$ cat src/rtl/riscv_fetch.sv
// riscv_fetch
// Instruction-fetch stage plus IF/ID pipeline register of the 5-stage core.
// Keeps the fetch PC, drives a req/ack instruction-memory handshake of any
// latency, including zero-wait, and applies execute-stage redirects. It
// presents instruction, PC and PC+4 to decode. If decode stalls while a
// response lands, a one-entry hold buffer parks that response, so no fetched
// word is lost or duplicated.
//
// Ports
//   iclk, irst         clock; synchronous active-high reset
//   istall_d           hold IF/ID and freeze fetch advance
//   iflush_d           replace IF/ID with a bubble
//   ipc_src            redirect from execute, target in ipc_target_e
//   oimem_req/addr     fetch request; address held stable until ack
//   iimem_ack/rdata    memory response, may coincide with the request
//   oinstr_d, opc_d, opc_plus4_d, ovalid_d   IF/ID contents
module riscv_fetch #(
  parameter int              XLEN     = 32,
  parameter logic [XLEN-1:0] RESET_PC = '0,
  parameter logic [31:0]     NOP      = 32'h0000_0013
) (
  input  logic            iclk,
  input  logic            irst,
  input  logic            istall_d,
  input  logic            iflush_d,
  input  logic            ipc_src,
  input  logic [XLEN-1:0] ipc_target_e,
  output logic            oimem_req,
  output logic [XLEN-1:0] oimem_addr,
  input  logic            iimem_ack,
  input  logic [31:0]     iimem_rdata,
  output logic [31:0]     oinstr_d,
  output logic [XLEN-1:0] opc_d,
  output logic [XLEN-1:0] opc_plus4_d,
  output logic            ovalid_d
);

  typedef enum logic [1:0] {
    FETCH = 2'd0,
    HOLD  = 2'd1,
    DROP  = 2'd2
  } state_t;

  state_t state;
  state_t state_next;

  logic [XLEN-1:0] pc_f;
  logic [XLEN-1:0] pc_f_next;
  logic [XLEN-1:0] drop_addr;
  logic [XLEN-1:0] drop_addr_next;
  logic [31:0]     buf_instr;
  logic [31:0]     buf_instr_next;
  logic [XLEN-1:0] buf_pc;
  logic [XLEN-1:0] buf_pc_next;
  logic [31:0]     instr_d_next;
  logic [XLEN-1:0] pc_d_next;
  logic [XLEN-1:0] pc_plus4_d_next;
  logic            valid_d_next;

  logic [XLEN-1:0] pc_plus4_f;
  logic [XLEN-1:0] target_aligned;
  logic            fetch_ack;
  logic            load_fetch;
  logic            load_hold;
  logic [1:0]      unused_target_bits;

  assign pc_plus4_f         = pc_f + XLEN'(4);
  assign target_aligned     = {ipc_target_e[XLEN-1:2], 2'b00};
  assign unused_target_bits = ipc_target_e[1:0];

  // A response only means something to us while a live request is out.
  assign fetch_ack  = (state == FETCH) && iimem_ack;
  // A redirect in the same cycle discards whatever would have been loaded.
  assign load_fetch = fetch_ack && !ipc_src;
  assign load_hold  = (state == HOLD) && !ipc_src;

  // State register
  always_ff @(posedge iclk) begin
    if (irst) begin
      state <= FETCH;
    end else begin
      state <= state_next;
    end
  end

  // Next-state logic
  always_comb begin
    state_next = state;
    case (state)
      FETCH: begin
        if (ipc_src) begin
          // Without an ack the old request is still in flight and must be
          // allowed to complete before the target can be requested.
          state_next = iimem_ack ? FETCH : DROP;
        end else if (iimem_ack && istall_d) begin
          state_next = HOLD;
        end
      end
      HOLD: begin
        if (ipc_src || !istall_d) begin
          state_next = FETCH;
        end
      end
      DROP: begin
        if (iimem_ack) begin
          state_next = FETCH;
        end
      end
      default: state_next = FETCH;
    endcase
  end

  // Output logic
  always_comb begin
    oimem_req  = 1'b0;
    oimem_addr = {pc_f[XLEN-1:2], 2'b00};
    if (!irst) begin
      case (state)
        FETCH: oimem_req = 1'b1;
        DROP: begin
          oimem_req  = 1'b1;
          oimem_addr = {drop_addr[XLEN-1:2], 2'b00};
        end
        default: oimem_req = 1'b0;
      endcase
    end
  end

  // Fetch PC, drop address and hold buffer
  always_comb begin
    pc_f_next      = pc_f;
    drop_addr_next = drop_addr;
    buf_instr_next = buf_instr;
    buf_pc_next    = buf_pc;

    if (ipc_src) begin
      pc_f_next = target_aligned;
      // Remember the in-flight address only on entry to DROP; while already
      // in DROP the original stale address must stay on the bus.
      if (state == FETCH && !iimem_ack) begin
        drop_addr_next = pc_f;
      end
    end else if (fetch_ack && !istall_d) begin
      // Advances even under iflush_d: the word is consumed, just not kept.
      pc_f_next = pc_plus4_f;
    end else if (load_hold && !istall_d) begin
      pc_f_next = pc_plus4_f;
    end

    if (load_fetch && istall_d) begin
      buf_instr_next = iimem_rdata;
      buf_pc_next    = pc_f;
    end
  end

  // IF/ID next value: flush beats stall beats load beats bubble.
  always_comb begin
    instr_d_next    = oinstr_d;
    pc_d_next       = opc_d;
    pc_plus4_d_next = opc_plus4_d;
    valid_d_next    = ovalid_d;
    if (iflush_d) begin
      instr_d_next = NOP;
      valid_d_next = 1'b0;
    end else if (istall_d) begin
      valid_d_next = ovalid_d;
    end else if (load_fetch) begin
      instr_d_next    = iimem_rdata;
      pc_d_next       = pc_f;
      pc_plus4_d_next = pc_plus4_f;
      valid_d_next    = 1'b1;
    end else if (load_hold) begin
      instr_d_next    = buf_instr;
      pc_d_next       = buf_pc;
      pc_plus4_d_next = buf_pc + XLEN'(4);
      valid_d_next    = 1'b1;
    end else begin
      instr_d_next = NOP;
      valid_d_next = 1'b0;
    end
  end

  // Datapath registers
  always_ff @(posedge iclk) begin
    if (irst) begin
      pc_f        <= RESET_PC;
      drop_addr   <= '0;
      buf_instr   <= NOP;
      buf_pc      <= '0;
      oinstr_d    <= NOP;
      opc_d       <= RESET_PC;
      opc_plus4_d <= RESET_PC + XLEN'(4);
      ovalid_d    <= 1'b0;
    end else begin
      pc_f        <= pc_f_next;
      drop_addr   <= drop_addr_next;
      buf_instr   <= buf_instr_next;
      buf_pc      <= buf_pc_next;
      oinstr_d    <= instr_d_next;
      opc_d       <= pc_d_next;
      opc_plus4_d <= pc_plus4_d_next;
      ovalid_d    <= valid_d_next;
    end
  end

endmodule
$ cat config.mk
export PLATFORM = sky130hd
export DESIGN_NAME = riscv_fetch
export DESIGN_NICKNAME = d
export VERILOG_FILES = /design/src/rtl/riscv_fetch.sv
export SDC_FILE = /design/constraint.sdc
export NUM_CORES = 1
export LEC_CHECK = 0
export CORE_ASPECT_RATIO = 0.7
export CORE_UTILIZATION = 50
export CTS_CLUSTER_SIZE = 24
export DETAILED_ROUTE_END_ITERATION = 8
export HOLD_SLACK_MARGIN = 0.12
export PLACE_DENSITY = 0.84
export SETUP_SLACK_MARGIN = 0.4
export SKIP_LAST_GASP = 1
export SLEW_MARGIN = 25
export SYNTH_ARGS = -nofsm -noshare
export SYNTH_HDL_FRONTEND = slang
export SYNTH_SLANG_ARGS = --single-unit
$ cat constraint.sdc
create_clock -name iclk -period 3.6 [get_ports iclk]
set_clock_uncertainty 0.15 [all_clocks]
set_input_delay 1.08 -clock iclk [delete_from_list [all_inputs] [get_ports iclk]]
set_output_delay 1.08 -clock iclk [all_outputs]
set_load 0.1 [all_outputs]
==> impl_metrics.csv, run 1 <==
group,metric,value,unit
routing,drt_iter0_markers,1352,
global_route,use_met2,46.2,%
setup_path,timing.rr.end,"opc_plus4_d[24]",
final_layout,layout.nets,1537,
power_and_ir_drop,power_leakage,4.82,nW
final_layout,mostFrequentLayoutCells,"nand2_1, dfxtp_1, buf_4",
die,die_y,122,um
routing,viasPerCell,6.01,
sta,worst_slew_pin_slew,0.888,ns
global_route,antenna_found_initial,2,
sta,setup_viol,0,
logic_synthesis,synth.avg_cell_area,7.86,um2
logic_synthesis,synth_area,10400,um2
sta,relSlewSlack,40.8,%
die,rows,43,
placement,dp_cells,1694,
routing,wl_per_cell,18.9,um
global_route,grt_busiest_layer,"met2",
logic_synthesis,async_flop_share,0,%
die,ios,200,
power_and_ir_drop,power-per-cell-area,426,nW/um2
cts,cts_tree,"done",
placement,portBuffers,191,
job,maxCapViolCount,0,
die,die_area,21300,um2
setup_path,slowest_stage,"mux2_4",
global_route,overflow,0,
sta,rsz0062_at_grt,"true",
setup_path,crit_chain,"buf_8 -> nor2_4 -> and2_4 -> buf_12 -> buf_16 -> mux2_4 -> buf_12",
die,core_area,20100,um2
setup_path,reg2reg_from,"pc_f[3]",
global_route,grt_util_all_layers,30.4,%
final_layout,final_cells,1749,
min_path,hp-start,"drop_addr[5]",
logic_synthesis,synth-edff-count,0,
logic_synthesis,synth_flop_cell,"dfxtp_1",
cts,cts_buffers,21,
min_path,hold_depth,2,
sta,period_needed,3.47,ns
power_and_ir_drop,ir_drop,0.291,mV
placement,place_congestion,0.947,
setup_path,cp-start-kind,"input port",
setup_path,required,2.37,ns
global_route,grt_pass1_vias,9447,
setup_path,reg2regPathDepth,6,
global_route,grt_max_degree,122,
final_layout,drive_above_1_share,19.1,%
final_layout,final_area,13700,um2
die,dieWidth,174,um
sta,fmax,288,MHz
min_path,hp-class,"reg -> reg",
min_path,hold_path_end,"drop_addr[5]",
setup_path,worstPathArrival,2.24,ns
sta,whs,0.302,ns
global_route,grtUsageMet3,5.95,%
cts,cts.clk_slew.worst_paths,0.06,ns
final_layout,final_common_cell,"nand2_1",
routing,drt-pass1-iter-count,9,
final_layout,synthToLayoutAreaGrowth,32.0,%
cts,root_buffer,"clkbuf_16",
cts,htree_num_levels,1,
logic_synthesis,synthDistinctLibCells,55,
routing,ant_nets,0,
cts,cts.sinks,217,
setup_path,critPathMostFrequentCell,"buf_12",
routing,via_count,10500,
cts,clock_path_buffers,3,
final_layout,final_util,68.2,%
run_status,status,"finished with violations",
routing,drc,1,
die,initial_core_util,51.6,%
setup_path,max_stage_delay,0.31,ns
logic_synthesis,synth_warnings,0,
setup_path,rrSetupSlack,0.70,ns
sta,tns,0,ns
logic_synthesis,ys_seq_elements,217,
global_route,grt_pass1_wl,51500,um
setup_path,end_kind,"output port",
placement,place_area,12700,um2
routing,wl,33100,um
placement,hpwl,21500,um
global_route,met1_usage,42.7,%
setup_path,worstSetupPathType,"in -> out",
sta,slew_viol_final,0,
logic_synthesis,syn_inst,1318,
run_status,violations,"design-rule violations",
setup_path,cp_max_fo,5,
logic_synthesis,ys_seq_area_share,41.9,%
sta,fin_crit_sh,96.5,%
sta,hold_viol_final,0,
cts,clk_latency,0.50,ns
-- kinds of logic after synthesis --
group,Yosys count,share of synthesized area (%)
flops,217,41.9
compound gates,284,19.1
simple gates,537,23.0
mux,28,3.01
xor+xnor,65,5.49
other cells,1,0.0362
buf+inv,184,7.23
fa+ha+maj,2,0.241
-- where the power goes --
group          switching, mW  leakage, nW  internal, mW
Combinational          0.778         2.74         0.391
Clock                  0.946        0.314          1.14
Sequential            0.0880         1.77          2.48
Total                   1.81         4.82          4.01
-- synth_stat cells (4+ instances only) --
cell type / instances / share of area, %
nand3_1: 32 / 1.5
nor2_1: 78 / 2.8
buf_1: 6 / 0.22
and4_1: 4 / 0.34
o21ai_0: 16 / 0.77
and2_1: 8 / 0.48
o31a_1: 6 / 0.51
a211oi_1: 27 / 2.0
or2_2: 4 / 0.24
o221ai_1: 5 / 0.42
xor2_1: 18 / 1.5
nand2_1: 307 / 11
o211ai_1: 14 / 1.0
mux2_2: 25 / 2.7
xnor2_1: 47 / 4.0
nand4_1: 11 / 0.66
a21oi_1: 103 / 5.0
buf_2: 5 / 0.24
a311oi_1: 31 / 2.6
a221o_1: 4 / 0.39
and3_1: 6 / 0.36
or3_1: 14 / 0.84
a221oi_1: 29 / 2.5
a2111oi_0: 29 / 2.5
nor3_1: 32 / 1.5
buf_4: 12 / 0.87
nor4_1: 25 / 1.5
clkbuf_1: 115 / 4.2
dfxtp_1: 217 / 42
o21a_1: 4 / 0.29
inv_1: 44 / 1.6
-- metrics by stage --
| step | total power, mW | setup WS [ns] |
|---|---|---|
| floorplan | 3.38 | -0.169 |
| global placement | 3.73 | 0.0907 |
| detailed placement | 3.75 | 0.0922 |
| CTS | 5.81 | 0.0975 |
| global route | 6.00 | 0.103 |
| finish | 5.82 | 0.125 |
-- worst max-delay path, delay by kind of cell --
family | cells | cell delay (ns)
buffers and inverters | 4 | 0.54
multiplexers | 1 | 0.31
AND/OR/NAND/NOR | 2 | 0.30
-- timing repair --
item | CTS | global route
endpoints found under the hold margin | 0 | 0
buffers inserted | 11 | 4
cloned | 3 | 0
endpoints found under the setup margin | 30 | 30
hold buffers | 0 | 0
resized for setup | 15 | 8
pin swaps | 3 | 1
-- state kept, by name, indices dropped and copies added, names as in the netlist --
register	cells
ovalid_d	1
state	2
opc_d	30
pc_f	30
opc_plus4_d	30
drop_addr	30
oinstr_d	32
buf_pc	30
buf_instr	32
-- area by class of cell --
cell class / count / area (um2)
Sequential cell: 217 / 4340
Inverter: 45 / 169
Antenna cell: 1 / 2.50
Multi-Input combinational cell: 922 / 5500
Clock buffer: 29 / 586
Timing Repair Buffer: 258 / 2700
Clock inverter: 7 / 38.8
Fill cell: 1571 / 6390
Tap cell: 270 / 338
-- metal layers --
| layer | wire length (um) | vias up |
|---|---|---|
| li1 | - | 4879 |
| met1 | 14000 | 4916 |
| met2 | 14400 | 611 |
| met3 | 3540 | 99 |
| met4 | 1150 | 0 |
| met5 | 0 | - |
-- worst max path at each step --
stage / endpoint / start / slack (ns)
6_report: oimem_addr[28] / irst / 0.13
5_1_grt: oimem_addr[26] / irst / 0.10
4_1_cts: oimem_addr[26] / irst / 0.1
3_5_place_dp: oimem_addr[26] / irst / 0.09
3_3_place_gp: ovalid_d / irst / 0.09
2_1_floorplan: oimem_addr[10] / irst / -0.17
(Power assumes the default switching activity.)
==> run 2, diff against run 1 <==
Settings changed: DONT_BUFFER_PORTS set to 1, MAX_ROUTING_LAYER set to met4, PLACE_DENSITY 0.84 to 0.72.
==> run 2 against run 1 <==
  * The flow now finishes without violations
  * Sequential cell count is the same
  * Cell area shrank 13%
  * Setup slack gained 0.050 ns
  * Count of clock-buffer cells in the layout shrank 1
  * Critical path depth shrank 2
  * Worst hold slack lost 0.0016 ns
  * Combinational power shrank 40%
  * Sequential power grew 7%
  * Non-clock buffer count shrank 194
  * Critical path type unchanged
  * Largest cell class unchanged
  * Largest power group unchanged
==> impl_metrics.csv, run 2 (synthesized netlist as in run 1, its figures left out) <==
group,metric,value,unit
power_and_ir_drop,swShare,29.8,%
setup_path,cp_max_fo,194,
final_layout,mostFrequentLayoutCells,"nand2_1, dfxtp_1, a21oi_1",
sta,period_needed,3.42,ns
final_layout,layout.nets,1344,
routing,via_count,9467,
setup_path,worstSetupPathType,"in -> out",
final_layout,largest_registers,"buf_instr x32, oinstr_d x32",
sta,fin_crit_sh,95.1,%
cts,cts.clk_slew.worst_paths,0.06,ns
job,maxCapViolCount,0,
die,initial_core_util,51.6,%
placement,dp_slack,0.211,ns
sta,hold_viol_final,0,
cts,cts.sinks,217,
placement,place_congestion,0.945,
setup_path,required,2.37,ns
setup_path,reg2reg_from,"pc_f[2]",
power_and_ir_drop,p_clk_share,40.6,%
power_and_ir_drop,ir_drop,0.355,mV
setup_path,cp-start-kind,"input port",
die,core_area,20100,um2
run_status,status,"finished, final reports clean",
min_path,hp-start,"buf_instr[15]",
placement,portBuffers,0,
setup_path,rrSetupSlack,0.80,ns
final_layout,final_common_cell,"nand2_1",
cts,htree_num_levels,1,
die,die_y,122,um
routing,wl_per_cell,20.1,um
sta,relSlewSlack,29.6,%
cts,root_buffer,"clkbuf_16",
setup_path,end_kind,"output port",
power_and_ir_drop,combPwrFrac,12.0,%
cts,clock_path_buffers,3,
power_and_ir_drop,fin_total_pwr,5.84,mW
final_layout,drive_above_1_share,12.3,%
sta,worst_slew_pin_slew,1.05,ns
routing,drc,0,
min_path,hold_path_end,"buf_instr[15]",
final_layout,final_util,59.1,%
global_route,overflow,0,
routing,wl,31200,um
routing,drt-pass1-iter-count,5,
placement,hpwl,20100,um
min_path,hold_depth,2,
cts,cts_tree,"done",
final_layout,diodes,0,
setup_path,reg2regPathDepth,6,
die,dieWidth,174,um
sta,worst_slack,0.176,ns
setup_path,worstPathArrival,2.19,ns
routing,viasPerCell,6.08,
die,die_area,21300,um2
power_and_ir_drop,p_seq_share,47.3,%
global_route,antenna_found_initial,0,
final_layout,synthToLayoutAreaGrowth,14.4,%
setup_path,timing.rr.end,"opc_plus4_d[24]",
cts,cts_buffers,22,
sta,setup_viol,0,
power_and_ir_drop,power-per-cell-area,493,nW/um2
final_layout,nFillCells,1822,
die,ios,200,
cts,postCtsHoldBufs,0,
cts,clk_latency,0.50,ns
power_and_ir_drop,p_int,4.10,mW
global_route,grt_util_all_layers,29.7,%
min_path,hp-class,"reg -> reg",
die,rows,43,
power_and_ir_drop,power_leakage,3.82,nW
global_route,grt_pass1_wl,48700,um
sta,rsz0062_at_grt,"true",
power_and_ir_drop,p_sw,1.74,mW
sta,slew_viol_final,0,
sta,fmax,292,MHz
routing,ant_nets,0,
routing,drt_iter0_markers,1046,
global_route,grt_max_degree,195,
global_route,grt_pass1_vias,8403,
==> run 2: critical path, cell delays in order <==
cell and delay [ns]:
nor2_4 0.12, and2_4 0.24, buf_12 0.13, buf_16 0.14, mux2_4 0.44
==> run 2: area by class of cell <==
type	instances	area, um2	area share (%)
inverter	45	169	1.42
sequential	217	4350	36.7
timing repair buffer	64	754	6.36
multi-input combinational	922	5490	46.3
tap	270	338	2.85
clock buffer	28	634	5.35
clock inverter	11	124	1.04
==> run 2: how the worst max path moves through the flow <==
stage	from	endpoint	slack, ns
finish	irst	oimem_addr[18]	0.18
global route	irst	oimem_addr[10]	0.19
CTS	irst	oimem_addr[10]	0.26
detailed placement	irst	oimem_addr[31]	0.21
global placement	irst	oimem_addr[31]	0.23
floorplan	irst	oimem_addr[10]	-0.17
==> run 2: routing by layer <==
| metal | wire length [um] | track usage [%] |
|---|---|---|
| met1 | 14100 | 41.3 |
| met2 | 13500 | 43.6 |
| met3 | 2810 | 6.60 |
| met4 | 765 | 7.46 |
| met5 | 0 | - |
==> run 2: timing repair <==
| action | CTS | global route |
|---|---|---|
| cloned | 3 | 0 |
| endpoints found under the setup margin | 30 | 30 |
| pin swaps | 3 | 2 |
| buffers inserted | 8 | 1 |
| resized for setup | 19 | 3 |
==> run 2: power groups by stage <==
| stage | Combinational (mW) | Sequential, mW | Clock [mW] |
|---|---|---|---|
| 6_report | 0.703 | 2.76 | 2.37 |
| 5_1_grt | 0.748 | 2.77 | 2.51 |
| 4_1_cts | 0.698 | 2.76 | 2.41 |
| 3_5_place_dp | 0.675 | 2.82 | 0 |
| 3_3_place_gp | 0.666 | 2.81 | 0 |
| 2_1_floorplan | 0.603 | 2.77 | 0 |
==> run 2: through the flow <==
step	hold slack, ns	TNS (ns)	instances	area, um2
2_1_floorplan	0.283	-4.68	1323	10600
3_3_place_gp	0.285	0	1506	10800
3_5_place_dp	0.292	0	1506	10800
4_1_cts	0.300	0	1556	11800
5_1_grt	0.314	0	1557	11900
6_report	0.300	0	1557	11900
==> run 3, diff against run 2 <==
Settings changed: CORE_ASPECT_RATIO 0.7 to 2.
==> run 3 against run 2 <==
  * Cell area about the same
  * Final cell count up 0.58%
  * Sequential cell count unchanged
  * Largest cell class unchanged
==> impl_metrics.csv, run 3 (synthesized netlist as in run 1, its figures left out) <==
group,metric,value,unit
sta,period_needed,3.42,ns
sta,fmax,293,MHz
die,die_area,21300,um2
setup_path,crit_chain,"nor2_4 -> and2_4 -> buf_12 -> buf_16 -> mux2_4",
setup_path,worstPathArrival,2.19,ns
sta,fin_crit_sh,94.9,%
setup_path,required,2.37,ns
setup_path,timing.rr.end,"pc_f[31]",
sta,rsz0062_at_grt,"true",
global_route,grt_util_all_layers,31.0,%
routing,drc,0,
placement,dp_cells,1510,
cts,root_buffer,"clkbuf_16",
cts,cts.clk_slew.worst_paths,0.06,ns
cts,clock_path_buffers,3,
min_path,hp-start,"buf_instr[26]",
cts,cts_buffers,21,
setup_path,worstSetupPathType,"in -> out",
sta,slew_viol_final,0,
die,rows,74,
setup_path,rrSetupSlack,0.71,ns
routing,wl_per_cell,20.8,um
routing,drt-pass1-iter-count,7,
routing,via_count,9573,
global_route,antenna_found_initial,2,
cts,cts.sinks,217,
cts,htree_num_levels,1,
power_and_ir_drop,power_leakage,3.84,nW
cts,clk_latency,0.52,ns
final_layout,final_common_cell,"nand2_1",
die,ios,200,
global_route,grt_max_degree,195,
final_layout,layout.nets,1355,
routing,ant_nets,0,
die,initial_core_util,50.9,%
global_route,overflow,0,
sta,setup_viol,0,
sta,worst_slew_pin_slew,1.05,ns
final_layout,final_cells,1566,
routing,drt_iter0_markers,628,
global_route,grt_pass1_vias,9466,
final_layout,largest_registers,"buf_instr x32, oinstr_d x32",
job,maxCapViolCount,0,
global_route,grt_pass1_wl,50400,um
setup_path,crit_family,"multiplexers",
sta,hold_viol_final,0,
setup_path,cp_max_fo,194,
die,dieWidth,104,um
routing,viasPerCell,6.11,
final_layout,mostFrequentLayoutCells,"nand2_1, dfxtp_1, a21oi_1",
min_path,hold_path_end,"buf_instr[26]",
power_and_ir_drop,fin_total_pwr,5.70,mW
power_and_ir_drop,ir_drop,0.363,mV
setup_path,end_kind,"output port",
setup_path,reg2regPathDepth,5,
min_path,hp-class,"reg -> reg",
sta,tns,0,ns
setup_path,max_stage_delay,0.44,ns
min_path,hold_depth,2,
setup_path,reg2reg_from,"pc_f[19]",
setup_path,slowest_stage,"mux2_4",
die,die_y,206,um
final_layout,drive_above_1_share,13.0,%
placement,place_congestion,0.989,
run_status,status,"finished, final reports clean",
setup_path,worst-path-buf-inv,2,
final_layout,synthToLayoutAreaGrowth,14.4,%
routing,wl,32600,um
sta,relSlewSlack,29.6,%
setup_path,cp-start-kind,"input port",
placement,portBuffers,0,
die,core_area,20400,um2
sta,whs,0.301,ns
power_and_ir_drop,power-per-cell-area,480,nW/um2
placement,hpwl,22800,um
cts,cts_tree,"done",
run 3: per-layer routing:
metal / GRT usage, % / routed length [um] / up-vias
li1: - / - / 4517
met1: 29.7 / 11000 / 4543
met2: 56.0 / 17300 / 373
met3: 4.18 / 1650 / 140
met4: 24.2 / 2700 / 0
met5: - / 0 / -
run 3: worst max-delay path by stage:
stage / startpoint / end / slack [ns] / cells past startpoint
finish: irst / oimem_addr[18] / 0.18 / 5
floorplan: irst / oimem_addr[10] / -0.17 / 5
global placement: irst / oimem_addr[31] / 0.16 / 5
CTS: irst / oimem_addr[14] / 0.25 / 5
global route: irst / oimem_addr[14] / 0.23 / 5
detailed placement: irst / oimem_addr[31] / 0.13 / 5
run 3: cell type report:
type,instances,area (um2)
clock inverter,10,83.8
multi-input combinational,922,5500
timing repair buffer,76,836
fill,1876,8510
clock buffer,28,592
sequential,217,4350
inverter,45,169
antenna,2,5.00
tap,266,333
run 3: worst reg2reg max path: stages, from the launching register on:
cell	delay, ns
dfxtp_1	0.50
inv_1	0.23
or4_4	0.74
or4b_4	0.63
o21a_1	0.19
a2111oi_1	0.34
run 3: power breakdown:
group          leakage [nW]  internal, mW  switching, mW
registers              1.77          2.48          0.262
logic                  1.74         0.231          0.520
clock network         0.334          1.23          0.968
total                  3.84          3.95           1.75
run 3: what timing repair did:
action	4_1_cts	5_1_grt
setup buffers	12	2
gates resized for setup	21	5
gates cloned	2	0
pin swaps	4	3
hold buffers	0	0
endpoints found under the setup margin	29	29
run 3: per-stage QoR:
stage / instance area [um2] / setup WS (ns) / utilization (%)
finish: 11900 / 0.183 / 58.2
global route: 11900 / 0.233 / 58.2
CTS: 11800 / 0.252 / 58.0
detailed placement: 10900 / 0.134 / 53.6
global placement: 10900 / 0.159 / 53.6
floorplan: 10600 / -0.169 / -
